$ cat src/rtl/univ_shift_reg.sv
`default_nettype none
// ============================================================================
// univ_shift_reg : falling-edge universal shift/rotate/load/count register
// Rev 1.0
// ============================================================================
module univ_shift_reg #(
   parameter int               WIDTH     = 8,
   parameter logic [WIDTH-1:0] RESET_VAL = '0,
   localparam int              CNT_W     = $clog2(WIDTH + 1)
) (
   input  logic             clock,
   input  logic             reset,
   input  logic             clear,
   input  logic             enable,
   input  logic [2:0]       mode,
   input  logic             ser_in_r,
   input  logic             ser_in_l,
   input  logic [WIDTH-1:0] par_in,
   output logic [WIDTH-1:0] q,
   output logic             ser_out_r,
   output logic             ser_out_l,
   output logic             carry,
   output logic [CNT_W-1:0] shift_cnt,
   output logic             drained
);

   localparam logic [2:0] c_MODE_HOLD = 3'b000;
   localparam logic [2:0] c_MODE_SHR  = 3'b001;
   localparam logic [2:0] c_MODE_SHL  = 3'b010;
   localparam logic [2:0] c_MODE_LOAD = 3'b011;
   localparam logic [2:0] c_MODE_ROR  = 3'b100;
   localparam logic [2:0] c_MODE_ROL  = 3'b101;
   localparam logic [2:0] c_MODE_UP   = 3'b110;
   localparam logic [2:0] c_MODE_DN   = 3'b111;

   localparam logic [CNT_W-1:0] c_CNT_MAX = CNT_W'(WIDTH);

   logic [WIDTH-1:0] r_q;
   logic             r_carry;
   logic [CNT_W-1:0] r_cnt;

   logic [WIDTH-1:0] w_q_next;
   logic             w_carry_next;
   logic [CNT_W-1:0] w_cnt_next;
   logic [CNT_W-1:0] w_cnt_inc;

   // The shift count saturates so drained stays asserted until a load/clear.
   assign w_cnt_inc = (r_cnt == c_CNT_MAX) ? r_cnt : r_cnt + CNT_W'(1);

   always_comb begin
      w_q_next     = r_q;
      w_carry_next = 1'b0;
      w_cnt_next   = r_cnt;
      if (enable) begin
         case (mode)
            c_MODE_HOLD: w_q_next = r_q;
            c_MODE_SHR: begin
               w_q_next   = {ser_in_r, r_q[WIDTH-1:1]};
               w_cnt_next = w_cnt_inc;
            end
            c_MODE_SHL: begin
               w_q_next   = {r_q[WIDTH-2:0], ser_in_l};
               w_cnt_next = w_cnt_inc;
            end
            c_MODE_LOAD: begin
               w_q_next   = par_in;
               w_cnt_next = '0;
            end
            c_MODE_ROR: begin
               w_q_next   = {r_q[0], r_q[WIDTH-1:1]};
               w_cnt_next = w_cnt_inc;
            end
            c_MODE_ROL: begin
               w_q_next   = {r_q[WIDTH-2:0], r_q[WIDTH-1]};
               w_cnt_next = w_cnt_inc;
            end
            c_MODE_UP: begin
               w_q_next     = r_q + WIDTH'(1);
               w_carry_next = &r_q;
            end
            c_MODE_DN: begin
               w_q_next     = r_q - WIDTH'(1);
               w_carry_next = ~|r_q;
            end
            default: w_q_next = r_q;
         endcase
      end
   end

   // All state moves on the falling edge; reset is asynchronous, active-low.
   always_ff @(negedge clock or negedge reset) begin
      if (!reset) begin
         r_q     <= RESET_VAL;
         r_carry <= 1'b0;
         r_cnt   <= '0;
      end else if (clear) begin
         r_q     <= RESET_VAL;
         r_carry <= 1'b0;
         r_cnt   <= '0;
      end else begin
         r_q     <= w_q_next;
         r_carry <= w_carry_next;
         r_cnt   <= w_cnt_next;
      end
   end

   assign q         = r_q;
   assign carry     = r_carry;
   assign shift_cnt = r_cnt;
   assign ser_out_r = r_q[0];
   assign ser_out_l = r_q[WIDTH-1];
   assign drained   = (r_cnt == c_CNT_MAX);

endmodule
`default_nettype wire
$ cat config.mk
export PLATFORM = sky130hd
export DESIGN_NAME = univ_shift_reg
export DESIGN_NICKNAME = d
export VERILOG_FILES = /design/src/rtl/univ_shift_reg.sv
export SDC_FILE = /design/constraint.sdc
export NUM_CORES = 1
export LEC_CHECK = 0
export CAP_MARGIN = 15
export CORE_UTILIZATION = 26
export DETAILED_ROUTE_END_ITERATION = 8
export PLACE_DENSITY = 0.59
export SKIP_CTS_REPAIR_TIMING = 1
export SYNTH_ARGS = -nofsm -noshare
export SYNTH_HDL_FRONTEND = slang
export SYNTH_SLANG_ARGS = --single-unit
$ cat constraint.sdc
create_clock -name clock -period 2.4 [get_ports clock]
set_input_delay 0.48 -clock clock [delete_from_list [all_inputs] [get_ports clock]]
set_output_delay 0.48 -clock clock [all_outputs]
set_load 0.01 [all_outputs]
* Word-level counts from Yosys, hierarchy flattened
Cells that the tools add are included.
Operators by class: add/sub/neg operators 3, $mul 0, div/mod/pow operators 0, $lt $le $gt $ge 0, equal/unequal tests 10, shifts and indexed selects 0, muxes and demuxes 10, bitwise logic cells 0, reduce and logical (&&, ||, !) cells 9
Operators with widths (count):
- $pmux 8 s7 | 1
- $mux 8 | 2
- $eq 3x3->1 const B | 4
- $mux 4 | 3
- $add 8x1->8 const B | 1
- $pmux 4 s2 | 1
- $reduce_and 8->1 | 1
- $reduce_or 8->1 | 1
- $sub 8x1->8 const B | 1
- $eq 3x2->1 const B | 2
- $add 4x1->4 const B | 1
- $eq 4x4->1 const B | 1
- $reduce_or 4->1 | 1
- $eq 3x1->1 const B | 1
- $logic_not 3->1 | 1
- $ne 3x3->1 const B | 1
- $reduce_and 3->1 | 1
- $reduce_bool 3->1 | 1
- $mux 1 | 2
- $ne 2x2->1 const B | 1
- $pmux 1 s2 | 1
- $reduce_and 2->1 | 1
- $reduce_bool 2->1 | 1
- $logic_not 1->1 | 1
Word-level totals: flip-flop bits (word level) 13, latch bits 0, memory bits (writable) 0, ROM bits 0, bits of input ports 17, output and inout bits 16, word-level logic and storage cells 35, memories 0

* Logic depth before layout (Yosys ltp)
Gate-level depths: netlist (run 1).
depth after elaboration 5, depth in mapped cells 10

==> results of run 1 <==
[path summary, 6_finish.rpt]
check | startpoint | to | slack [ps] | depth (start not counted)
worst max-delay path | mode[2] | q[6] | -700 | 9
worst min-delay path | shift_cnt[0] | shift_cnt[0] | 510 | 2
worst max register to register | q[3] | q[7] | 220 | 7
worst min register to register | shift_cnt[0] | shift_cnt[0] | 510 | 2
max in group asynchronous | reset | shift_cnt[2] | 590 | 2
min in group asynchronous | reset | q[0] | 1620 | 2
[logic make-up after synthesis]
| family | synth area share [%] |
|---|---|
| compound gates | 32.3 |
| simple gates | 23.7 |
| buf+inv | 8.52 |
| flops | 25.8 |
| mux | 4.06 |
| xor+xnor | 2.68 |
| fa+ha+maj | 2.97 |
[power groups by stage]
| stage | Clock [mW] | Combinational (mW) | Sequential [mW] |
|---|---|---|---|
| 6_report | 0.197 | 0.335 | 0.244 |
| 5_1_grt | 0.213 | 0.367 | 0.246 |
| 4_1_cts | 0.207 | 0.310 | 0.244 |
| 3_5_place_dp | 0 | 0.309 | 0.248 |
| 3_3_place_gp | 0 | 0.306 | 0.247 |
| 2_1_floorplan | 0 | 0.176 | 0.257 |
[final cells by class]
cell class / count / area, um^2
inverter: 5 / 18.8
clock buffer: 4 / 45.0
fill: 462 / 2500
tap: 52 / 65.1
timing repair buffer: 71 / 608
sequential: 13 / 325
multi-input combinational: 126 / 946
[layer usage]
metal | share of wire (%) | wire length, um
met2 | 48 | 1820
met5 | 0 | 0
met4 | 0 | 0
met1 | 46 | 1750
met3 | 5.6 | 210
[sequential cells by signal (all words and copies together), names as in the netlist]
signal     cells
shift_cnt      4
q              8
carry          1
[critical path, delay by kind of cell]
kind | cells | cell delay, ps
buffers and inverters | 1 | 80
XOR/XNOR | 1 | 130
AO/OA/AOI/OAI | 3 | 390
AND/OR/NAND/NOR | 3 | 750
adder cells (fa/ha/maj) | 1 | 180
[cell usage in the layout (no fill, tap or decap), drive strengths merged, types with 3 or more instances in the layout]
cell	n
buf	57
o21ai	16
nand2	14
dfrtn	13
clkdlybuf4s50	11
a21oi	11
nor2	9
inv	5
nor2b	5
a211oi	5
clkbuf	5
nor3	4
mux2i	4
or4	4
a221oi	4
nand3	4
xnor2	3
nand2b	3
a22oi	3
ha	3
[stage by stage]
stage	setup slack [ps]	setup TNS (ps)	total power [mW]	utilization, %
after floorplan	-1100	-6800	0.433	-
after CTS	-1150	-19470	0.761	42.0
after global placement	-1400	-18090	0.552	41.0
after global routing	-778	-8470	0.826	44.6
after detailed placement	-1420	-18380	0.556	41.0
final	-702	-6940	0.775	44.6
==> metrics.csv, run 1 <==
metric;value;unit
status;finished with violations;
failed_checks;negative setup slack;
drc;0;
die_x;71.7;um
worstSetupPathType;input port to register;
synthArstFlopShare;100;%
yosys.area.top_type;dfrtn_1;
synth_top_area_share;25.8;%
dieArea;5140;um^2
wire_per_inst;13.9;um
syn_avg_cell_area;7.75;um^2
required;1310;ps
grt_first_pass_wirelength;6.13;mm
critical_path.endpoint_type;register;
yosysSeqAreaShare;25.8;%
viasPerCell;5.25;
fin_skew;0.815;ps
vias;1423;
worst_slew_pin_slew;364;ps
antenna_found_initial;0;
p_leak;0.925;nW
vdd_drop_max;230;uV
use_met3;3.38;%
die_h;71.7;um
crit_fanout;2;
syn_to_final_growth;59.1;%
final_nets;240;
cts_tree;done;
power.density;386;nW/um^2
arrival;2010;ps
ctsHtreeMaxLevel;1;
drive_gt1_share;39.3;%
synthTopCellsByCount;15 x o21ai_0, 14 x clkbuf_1, 14 x nand2_1;
met2_usage;25.6;%
grt_max_degree;25;
hold_viol;0;
synth_warnings;0;
io_pins;33;
antennaDiodeCount;0;
synth_most_common_cell;o21ai_0;
min_path_type;register to register;
cap_violations;0;
cts_sinks;13;
rows;24;
drtAntennaViolNets;0;
internal-power;0.527;mW
met1_usage;19.9;%
synth_cells;163;
gp_congestion;0.841;
syn_area;1260;um^2
yosysUniqueCellTypes;51;
coreArea;4500;um^2
ys_ff_latch;13;
rsz0062_at_grt;yes;
cts-root-buf;clkbuf_8;
finalHoldWorstSlack;511;ps
portBuffers;32;
drt_iter0_drc;100;
grt_overflow;0;
stdcell_area;2010;um^2
crit_chain;buf_6 -> nand3_4 -> xnor2_1 -> ha_2 -> or4_4 -> nor4_4 -> a31oi_2 -> a21o_1 -> a22o_1;
first_pass_iters;4;
syn_nets;183;
routed_wl;3.78;mm
p_clk_share;25.4;%
p_sw;0.248;mW
setup_violations;28;
dp_hpwl;2.80;mm
p_seq_share;31.5;%
synth_flop_cell;dfrtn_1;
clock_path_buffers;2;
grt_usage;15.0;%
busiest_layer;met2;
slew_headroom;75.7;%
placed_area;1850;um^2
place_inst;260;
synth_edf_count;0;
worst_skew_pair.late_latency;260;ps
first_global_vias;1330;
startpoint_type;input port;
swShare;32.0;%
layout_setup_ws;-702;ps
finalNonFillerCells;271;
cts.reportedPaths.clkPinSlew;40;ps
comb_power_share;43.2;%
post_synth_main_area_contributors;dfrtn_1 26%, o21ai_0 5.9%, a21oi_1 4.4%, clkbuf_1 4.2%, nand2_1 4.2%;
cts_buffers;3;
cp_slowest_cell;or4_4;
initial_core_util;28.0;%
drv_slew;0;
slowest_delay;440;ps
No activity file was read; power rests on OpenSTA's default activity.
==> inputs of run 2 (changes only) <==
--- a/config.mk
+++ b/config.mk
@@ -6,9 +6,9 @@
 export NUM_CORES = 1
 export LEC_CHECK = 0
 export CAP_MARGIN = 15
-export CORE_UTILIZATION = 26
+export CORE_UTILIZATION = 49
 export DETAILED_ROUTE_END_ITERATION = 8
-export PLACE_DENSITY = 0.59
+export PLACE_DENSITY = 0.91
 export SKIP_CTS_REPAIR_TIMING = 1
 export SYNTH_ARGS = -nofsm -noshare
 export SYNTH_HDL_FRONTEND = slang
==> run 2 against run 1 <==
  * The run still ends with negative setup slack left
  * Sequential share of layout area shrank 1.7 points
  * Combinational power up 32%
  * Die area decreased by 46%
  * Utilization rose by 47 points
  * Sequential cell count is the same
  * Worst setup slack got worse by 180 ps
  * Sequential power about the same
  * Global-route usage is 14 points higher
  * Routed wire length increased by 79%
  * Largest power group unchanged
==> metrics.csv, run 2 (same netlist as run 1, synthesis figures left out) <==
metric;value;unit;change
crit_fanout;2;;unchanged
worstSetupPathType;input port to register;;unchanged
layout_common_cells;43 x buf_4, 15 x buf_6, 14 x nand2_1;;was 34 x buf_4, 14 x nand2_1, 14 x buf_6
min_path_type;register to register;;unchanged
cts_buffers;3;;unchanged
p_clk_share;18.4;%;was 25.4%
drtAntennaViolNets;0;;unchanged
stdcell_area;2250;um^2;was 2010 um^2
largest_reg_flops;8;;unchanged
syn_to_final_growth;77.9;%;was 59.1%
vias;1917;;was 1,423
drive_gt1_share;48.5;%;was 39.3%
setup_violations;28;;unchanged
initial_core_util;51.4;%;was 28.0%
comb_power_share;52.5;%;was 43.2%
final_common_cell;buf_4;;unchanged
worst_slew_pin_slew;485;ps;was 364 ps
grt_max_degree;25;;unchanged
hold_viol;0;;unchanged
status;finished with violations;;unchanged
grt_first_pass_wirelength;6.06;mm;was 6.13 mm
antenna_found_initial;0;;unchanged
finalHoldWorstSlack;601;ps;was 511 ps
startpoint_type;input port;;unchanged
met1_usage;37.6;%;was 19.9%
viasPerCell;7.18;;was 5.25
p_sw;0.326;mW;was 0.248 mW
busiest_layer;met2;;unchanged
drv_slew;0;;unchanged
routed_wl;6.77;mm;was 3.78 mm
slew_headroom;67.6;%;was 75.7%
die_x;52.8;um;was 71.7 um
use_met3;5.80;%;was 3.38%
rows;18;;was 24
internal-power;0.514;mW;was 0.527 mW
die_h;52.8;um;was 71.7 um
clock_path_buffers;2;;unchanged
coreArea;2450;um^2;was 4500 um^2
antennaDiodeCount;0;;unchanged
portBuffers;32;;unchanged
place_worst_setup_slack;-1430;ps;was -1420 ps
ctsHtreeMaxLevel;1;;unchanged
rsz0062_at_grt;yes;;unchanged
finalNonFillerCells;267;;was 271
first_pass_iters;6;;was 4
cts.reportedPaths.clkPinSlew;70;ps;was 40 ps
grt_overflow;0;;unchanged
drc;0;;unchanged
placed_area;1800;um^2;was 1850 um^2
required;1350;ps;was 1310 ps
p_leak;1.06;nW;was 0.925 nW
wire_per_inst;25.3;um;was 13.9 um
fin_skew;7.73;ps;was 0.815 ps
io_pins;33;;unchanged
cts_sinks;13;;unchanged
worst_skew_pair.late_latency;300;ps;was 260 ps
failed_checks;negative setup slack;;unchanged
first_global_vias;1359;;was 1,330
cts_tree;done;;unchanged
final_nets;258;;was 240
dieArea;2780;um^2;was 5140 um^2
critical_path.endpoint_type;register;;unchanged
cap_violations;0;;unchanged
grt_usage;29.3;%;was 15.0%
power.density;374;nW/um^2;was 386 nW/um^2
gp_congestion;0.918;;was 0.841
p_seq_share;29.1;%;was 31.5%
drt_iter0_drc;160;;was 100
dp_hpwl;2.78;mm;was 2.80 mm
met2_usage;50.2;%;was 25.6%
swShare;38.8;%;was 32.0%
layout_setup_ws;-879;ps;was -702 ps
cts-root-buf;clkbuf_4;;was clkbuf_8
vdd_drop_max;470;uV;was 230 uV
tns;-10260;ps;was -6940 ps
arrival;2220;ps;was 2010 ps
place_inst;236;;was 260
## run 2: cell count changes in the layout (fill, tap and decap cells not counted), moves of 2 or more
cell / change
buf_4: +9
clkbuf_4: +3
o21ai_0: -4
a21oi_2: +2
o21ai_2: +4
a21oi_1: -2
clkbuf_8: -3
clkbuf_16: +2
buf_12: +4
## run 2: stage by stage
| stage | util, % | power [mW] |
|---|---|---|
| detailed placement | 73.4 | 0.554 |
| global placement | 73.4 | 0.540 |
| global route | 91.5 | 0.865 |
| finish | 91.5 | 0.840 |
| CTS | 74.5 | 0.687 |
| floorplan | - | 0.433 |
## run 2: final timing paths
check,start,to,slack (ps),cells past startpoint
worst min register to register,shift_cnt[1],shift_cnt[1],600,3
worst max-delay path,mode[2],q[6],-880,9
max in group asynchronous,reset,q[2],630,2
worst max register to register,q[1],q[6],50,8
worst min-delay path,shift_cnt[1],shift_cnt[1],600,3
min in group asynchronous,reset,q[6],1570,2
## run 2: layout make-up
cell class / count / area, um^2
multi-input cells: 126 / 1010
well taps: 30 / 37.5
fillers: 84 / 209
clock buffers: 4 / 26.3
inverters: 5 / 18.8
flip-flops and latches: 13 / 325
repair buffers: 89 / 827
## run 2: critical path: stages
cell and delay, ps:
buf_8 80, nand3_4 90, xnor2_2 160, ha_4 170
or4_4 450, nor4_4 220, a31oi_1 120, a21o_1 230
a22o_1 210
## run 2: routing by layer
metal	share of wire [%]	vias to the layer above
li1	-	761
met1	35	884
met2	44	191
met3	12	81
met4	8.7	0
met5	0	-
## run 2: power groups by stage
stage               combinational [mW]  clock, mW  sequential (mW)
finish                           0.441      0.154            0.245
global route                     0.456      0.163            0.246
CTS                              0.307      0.136            0.243
detailed placement               0.306          0            0.247
global placement                 0.294          0            0.246
floorplan                        0.176          0            0.257
